File: config.mk
export PLATFORM = sky130hd
export DESIGN_NAME = spi_io_tx_queue
export DESIGN_NICKNAME = d
export VERILOG_FILES = /design/src/rtl/spi_io_pkg.sv /design/src/rtl/sync_fifo.sv /design/src/rtl/spi_io_tx_queue.sv
export SDC_FILE = /design/constraint.sdc
export NUM_CORES = 1
export LEC_CHECK = 0
export ABC_AREA = 1
export CORE_AREA = 2 2 145 147
export DETAILED_ROUTE_END_ITERATION = 16
export DIE_AREA = 0 0 147 149
export GPL_TIMING_DRIVEN = 0
export PLACE_DENSITY = 0.74
export SYNTH_ARGS = -nofsm -noshare
export SYNTH_HDL_FRONTEND = slang
export SYNTH_SLANG_ARGS = --single-unit
File: constraint.sdc
create_clock -name clk -period 4.26 [get_ports clk]
set_input_delay 1.065 -clock clk [delete_from_list [all_inputs] [get_ports clk]]
set_output_delay 1.065 -clock clk [all_outputs]
set_load 0.005 [all_outputs]
File: src/rtl/spi_io_pkg.sv
// Shared types and constants for the SPI I/O transmit queue.
// Holds the drain FSM state type, status bit positions and mask codes.
package spi_io_pkg;

    typedef enum logic [1:0] {
        IDLE  = 2'd0,
        ISSUE = 2'd1,
        HOLD  = 2'd2,
        WAIT  = 2'd3
    } drain_state_t;

    localparam int STAT_FULL    = 0;
    localparam int STAT_EMPTY   = 1;
    localparam int STAT_OVF     = 2;
    localparam int STAT_CNT_LSB = 3;

    localparam logic [1:0] MASK_NONE = 2'b00;
    localparam logic [1:0] MASK_BYTE = 2'b01;
    localparam logic [1:0] MASK_HALF = 2'b10;
    localparam logic [1:0] MASK_WORD = 2'b11;

endpackage

File: src/rtl/sync_fifo.sv
// Synchronous FIFO with occupancy count, asynchronous active-low reset.
// Ports: clk, rstn, push/din in, pop in, head/count/full/empty out.
module sync_fifo #(
    parameter  int WIDTH = 34,
    parameter  int DEPTH = 4,
    localparam int AW    = $clog2(DEPTH),
    localparam int CW    = AW + 1
) (
    input  logic             clk,
    input  logic             rstn,
    input  logic             push,
    input  logic [WIDTH-1:0] din,
    input  logic             pop,
    output logic [WIDTH-1:0] head,
    output logic [CW-1:0]    count,
    output logic             full,
    output logic             empty
);

    logic [WIDTH-1:0] mem [DEPTH];
    logic [AW-1:0]    wr_ptr;
    logic [AW-1:0]    rd_ptr;
    logic             do_push;
    logic             do_pop;

    // Guards use the pre-edge count, so a pop never frees a slot
    // for a push in the same cycle.
    assign do_push = push && !full;
    assign do_pop  = pop && !empty;

    always_ff @(posedge clk or negedge rstn) begin
        if (!rstn) begin
            for (int i = 0; i < DEPTH; i++) begin
                mem[i] <= '0;
            end
            wr_ptr <= '0;
            rd_ptr <= '0;
            count  <= '0;
        end else begin
            if (do_push) begin
                mem[wr_ptr] <= din;
                wr_ptr      <= wr_ptr + AW'(1);
            end
            if (do_pop) begin
                rd_ptr <= rd_ptr + AW'(1);
            end
            case ({do_push, do_pop})
                2'b10:   count <= count + CW'(1);
                2'b01:   count <= count - CW'(1);
                default: count <= count;
            endcase
        end
    end

    assign head  = mem[rd_ptr];
    assign full  = (count == CW'(DEPTH));
    assign empty = (count == '0);

endmodule

File: src/rtl/spi_io_tx_queue.sv
// Posted-write queue between the CPU data bus and spi_io.
// Ports: mem_bus_* CPU side (write/read strobes, status byte out),
// spi_* drain side (addr/data/mask/strobe out, spi_status busy in).
module spi_io_tx_queue
    import spi_io_pkg::*;
#(
    parameter int          DEPTH       = 4,
    parameter logic [31:0] QUEUE_ADDR  = 32'h8000_0004,
    parameter logic [31:0] SPI_IO_ADDR = 32'h8000_0000
) (
    input  logic        clk,
    input  logic        rstn,
    input  logic [31:0] mem_bus_addr,
    input  logic [31:0] mem_bus_data,
    input  logic        mem_bus_write_en,
    input  logic [1:0]  mem_bus_data_mask,
    input  logic        mem_bus_read_en,
    output logic [7:0]  mem_bus_queue_status,
    output logic        mem_bus_queue_status_write_en,
    output logic [31:0] spi_addr,
    output logic [31:0] spi_data,
    output logic        spi_write_en,
    output logic [1:0]  spi_data_mask,
    input  logic [7:0]  spi_status
);

    localparam int CW = $clog2(DEPTH) + 1;

    drain_state_t  state;
    logic          overflow;
    logic          push_req;
    logic          pop;
    logic [33:0]   head;
    logic [CW-1:0] count;
    logic          full;
    logic          empty;
    logic          spi_busy;
    logic          unused_status;

    assign spi_busy      = spi_status[0];
    assign unused_status = ^spi_status[7:1];

    assign push_req = (mem_bus_addr == QUEUE_ADDR) && mem_bus_write_en
                   && (mem_bus_data_mask != MASK_NONE);
    assign pop      = (state == IDLE) && !empty && !spi_busy;

    assign mem_bus_queue_status_write_en =
        (mem_bus_addr == QUEUE_ADDR) && mem_bus_read_en;

    sync_fifo #(
        .WIDTH (34),
        .DEPTH (DEPTH)
    ) u_fifo (
        .clk   (clk),
        .rstn  (rstn),
        .push  (push_req),
        .din   ({mem_bus_data_mask, mem_bus_data}),
        .pop   (pop),
        .head  (head),
        .count (count),
        .full  (full),
        .empty (empty)
    );

    always_comb begin
        mem_bus_queue_status                 = '0;
        mem_bus_queue_status[STAT_FULL]      = full;
        mem_bus_queue_status[STAT_EMPTY]     = empty;
        mem_bus_queue_status[STAT_OVF]       = overflow;
        mem_bus_queue_status[7:STAT_CNT_LSB] = 5'(count);
    end

    // A dropped write in the same cycle as a status read keeps the flag set.
    always_ff @(posedge clk or negedge rstn) begin
        if (!rstn) begin
            overflow <= 1'b0;
        end else if (push_req && full) begin
            overflow <= 1'b1;
        end else if (mem_bus_queue_status_write_en) begin
            overflow <= 1'b0;
        end
    end

    // Strobe and address are registered on entry to ISSUE so they are
    // high for exactly the ISSUE cycle; HOLD masks spi_io's busy latency.
    always_ff @(posedge clk or negedge rstn) begin
        if (!rstn) begin
            state         <= IDLE;
            spi_addr      <= '0;
            spi_data      <= '0;
            spi_write_en  <= 1'b0;
            spi_data_mask <= '0;
        end else begin
            spi_write_en <= 1'b0;
            spi_addr     <= '0;
            unique case (state)
                IDLE: begin
                    if (pop) begin
                        state         <= ISSUE;
                        spi_write_en  <= 1'b1;
                        spi_addr      <= SPI_IO_ADDR;
                        spi_data      <= head[31:0];
                        spi_data_mask <= head[33:32];
                    end
                end
                ISSUE: state <= HOLD;
                HOLD:  state <= WAIT;
                WAIT: begin
                    if (!spi_busy) begin
                        state <= IDLE;
                    end
                end
                default: state <= IDLE;
            endcase
        end
    end

endmodule
==> flow_summary_export.csv <==
group,metric,value,unit
run_status,outcome,"completed",
job,max-cap-violations,0,
sta,drv_slew,0,
global_routing,grt_pass1_wl,42.32,mm
global_routing,antenna_found_initial,0,
synth,synth-seq-area-share,0.5027,
pwr,p_per_area,507.9,nW/um^2
sta,rsz0062_at_grt,"no",
routing,vias,8446,
worst_setup_path,startpoint_type,"primary input",
place,place_congestion,0.8652,
sta,relSlewSlack,0.5622,
routing,ant_nets,0,
worst_setup_path,rr_startpoint,"state[0]",
worst_hold_path,hp-class,"register to register",
global_routing,grt_pass1_vias,7990,
clock_tree,clock-sinks,181,
sta,setup_violations,0,
place,dp_hpwl,17.80,mm
routing,drc,0,
place,place_area,10640,um^2
synth,postSynthCellCount,1111,
routing,routed_wl,26.35,mm
sta,min_period,3.870,ns
clock_tree,tritoncts,"done",
global_routing,grt_overflow,0,
synth,synthDistinctLibCells,27,
die,core,20560,um^2
sta,hold_slack,0.4742,ns
worst_setup_path,worstPathArrival,2.80,ns
sta,fmax,258.4,MHz
final_layout,fin_cells,1562,
clock_tree,numCtsBuffers,17,
sta,fin_worst_skew,0.007721,ns
clock_tree,post_cts_buffers,0,
die,die_w,147,um
place,port_buffers,113,
final_layout,layout_common_cells,"nand2_1, dfrtp_1, nand4_1",
worst_setup_path,worst-setup-path-type,"primary input to output pin",
worst_hold_path,whs_path_depth,2,
routing,viasPerCell,5.407,
routing,firstDrtPassIters,5,
final_layout,fillerInstances,1908,
synth,synth_area,9010,um^2
worst_setup_path,cp-endpoint,"mem_bus_queue_status_write_en",
global_routing,grt_max_degree,118,
worst_setup_path,critPathCaptureType,"output pin",
final_layout,num_antenna_cells,0,
die,fp.dieArea,21900,um^2
worst_setup_path,path_max_fanout,5,
die,die_y,149,um
pwr,peakVddDrop,0.3318,mV
final_layout,final_nets,1364,
synth,yosysWarnings,0,
sta,worst_pin_slew,0.6567,ns
pwr,leakage,5.818,nW
clock_tree,ctsHoldBuffers,0,
clock_tree,cts_resized,0,
die,placementRows,53,
clock_tree,clk_pin_slew,0.06,ns
sta,hold_viol_final,0,
synth,ys_ff_latch,181,
sta,setup_tns,0,ns
clock_tree,clk_path_buf_depth,2,
place,dpl.cell_count,1532,
die,start_util,0.4383,
worst_setup_path,critPathLaunch,"mem_bus_addr[29]",
routing,drtIter0Drc,941,
sta,fin_crit_sh,0.9084,
die,ioPinCount,154,
worst_setup_path,critical_path_required,3.19,ns
final_layout,drive_gt1_frac,0.09557,
clock_tree,htreeDepth,4,
worst_setup_path,r2r-end,"u_fifo.count[2]",
worst_setup_path,rrSetupSlack,1.51,ns
routing,wl_per_cell,16.87,um
worst_setup_path,rr_worst_depth,11,
synth,syn_area_per_cell,8.110,um^2
final_layout,postLayoutCellArea,11250,um^2
final_layout,synthToLayoutAreaGrowth,24.87,%
final_layout,layout_commonest_cell,"nand2_1",
global_routing,grt_usage,0.2443,
clock_tree,insertion_delay,0.43,ns
clock_tree,clockRootBuffer,"clkbuf_16",
-- stage by stage --
step | setup slack, ns | total power [W] | utilization
after global routing | 0.2626 | 0.006008 | 0.5473
final | 0.3903 | 0.005714 | 0.5473
after CTS | 0.3859 | 0.005721 | 0.5473
after detailed placement | 0.3920 | 0.004048 | 0.5175
after global placement | -5.522 | 0.004010 | 0.5159
after floorplan | 1.418 | 0.003166 | -
-- layout make-up --
type / instances / area (um^2) / area share
clock inverters: 9 / 152.6 / 0.01357
plain buffers: 122 / 686.9 / 0.06105
repair buffers: 114 / 1164 / 0.1034
multi-input cells: 807 / 3787 / 0.3366
well taps: 275 / 344.1 / 0.03058
inverters: 33 / 126.4 / 0.01123
clock buffers: 21 / 460.4 / 0.04093
flip-flops and latches: 181 / 4529 / 0.4026
-- layer usage --
layer	global-route usage	share of wire	up-vias
li1	-	-	3949
met1	0.3281	0.42	4017
met2	0.4080	0.49	434
met3	0.04648	0.079	46
met4	0.06875	0.019	0
met5	0	0	-
-- flip-flops by register name, indices dropped and copies added, names as in the netlist --
signal	flops
u_fifo.count	3
u_fifo.rd_ptr	2
spi_data_mask	2
overflow	1
u_fifo.wr_ptr	2
spi_addr	1
u_fifo.mem	136
spi_data	32
state	2
-- critical path, cell delays in order --
cell and delay [ns]:
clkdlybuf4s50_1 0.43, nor2_1 0.12, nand3_1 0.08, nor2_1 0.10
nand2_1 0.14, nor2_8 0.19, nand2_1 0.09, inv_1 0.06
clkdlybuf4s50_1 0.53
-- cells in the mapped netlist, drive strengths merged --
master    n  area share
ha        9       0.012
nor2     95       0.042
nand4   140        0.10
nand2   407        0.17
buf      77       0.057
xnor2     1     0.00097
conb      1     0.00042
clkbuf   45       0.019
nor3      4      0.0053
o22ai    34       0.024
xor2      2      0.0019
dfrtp   181        0.50
o21ai    74       0.041
a21oi     1     0.00055
fa        1      0.0022
nand3     6      0.0033
inv      33       0.014
-- how the worst min path moves through the flow --
stage,from,to,slack [ns]
floorplan,u_fifo.mem[66],u_fifo.mem[66],0.44
global placement,u_fifo.mem[64],u_fifo.mem[64],0.46
detailed placement,u_fifo.mem[59],u_fifo.mem[59],0.46
CTS,u_fifo.mem[84],u_fifo.mem[84],0.48
global route,u_fifo.mem[56],u_fifo.mem[56],0.49
finish,u_fifo.mem[53],u_fifo.mem[53],0.47
-- power breakdown --
group	leakage (nW)	internal, W	switching (W)
sequential	2.49	0.00186	0.000102
combinational	3.03	0.000772	0.00131
clock	0.303	0.00101	0.000664
-- logic make-up (layout without fill, tap and decap cells) --
group | count (synthesis) | in the layout | synth area share
compound gates | 109 | 109 | 0.06527
xor+xnor | 3 | 3 | 0.002917
fa+ha+maj | 10 | 10 | 0.01472
buf+inv | 155 | 299 | 0.09027
flops | 181 | 181 | 0.5027
other cells | 1 | 33 | 0.0004162
simple gates | 652 | 652 | 0.3237
(Power assumes the default switching activity.)
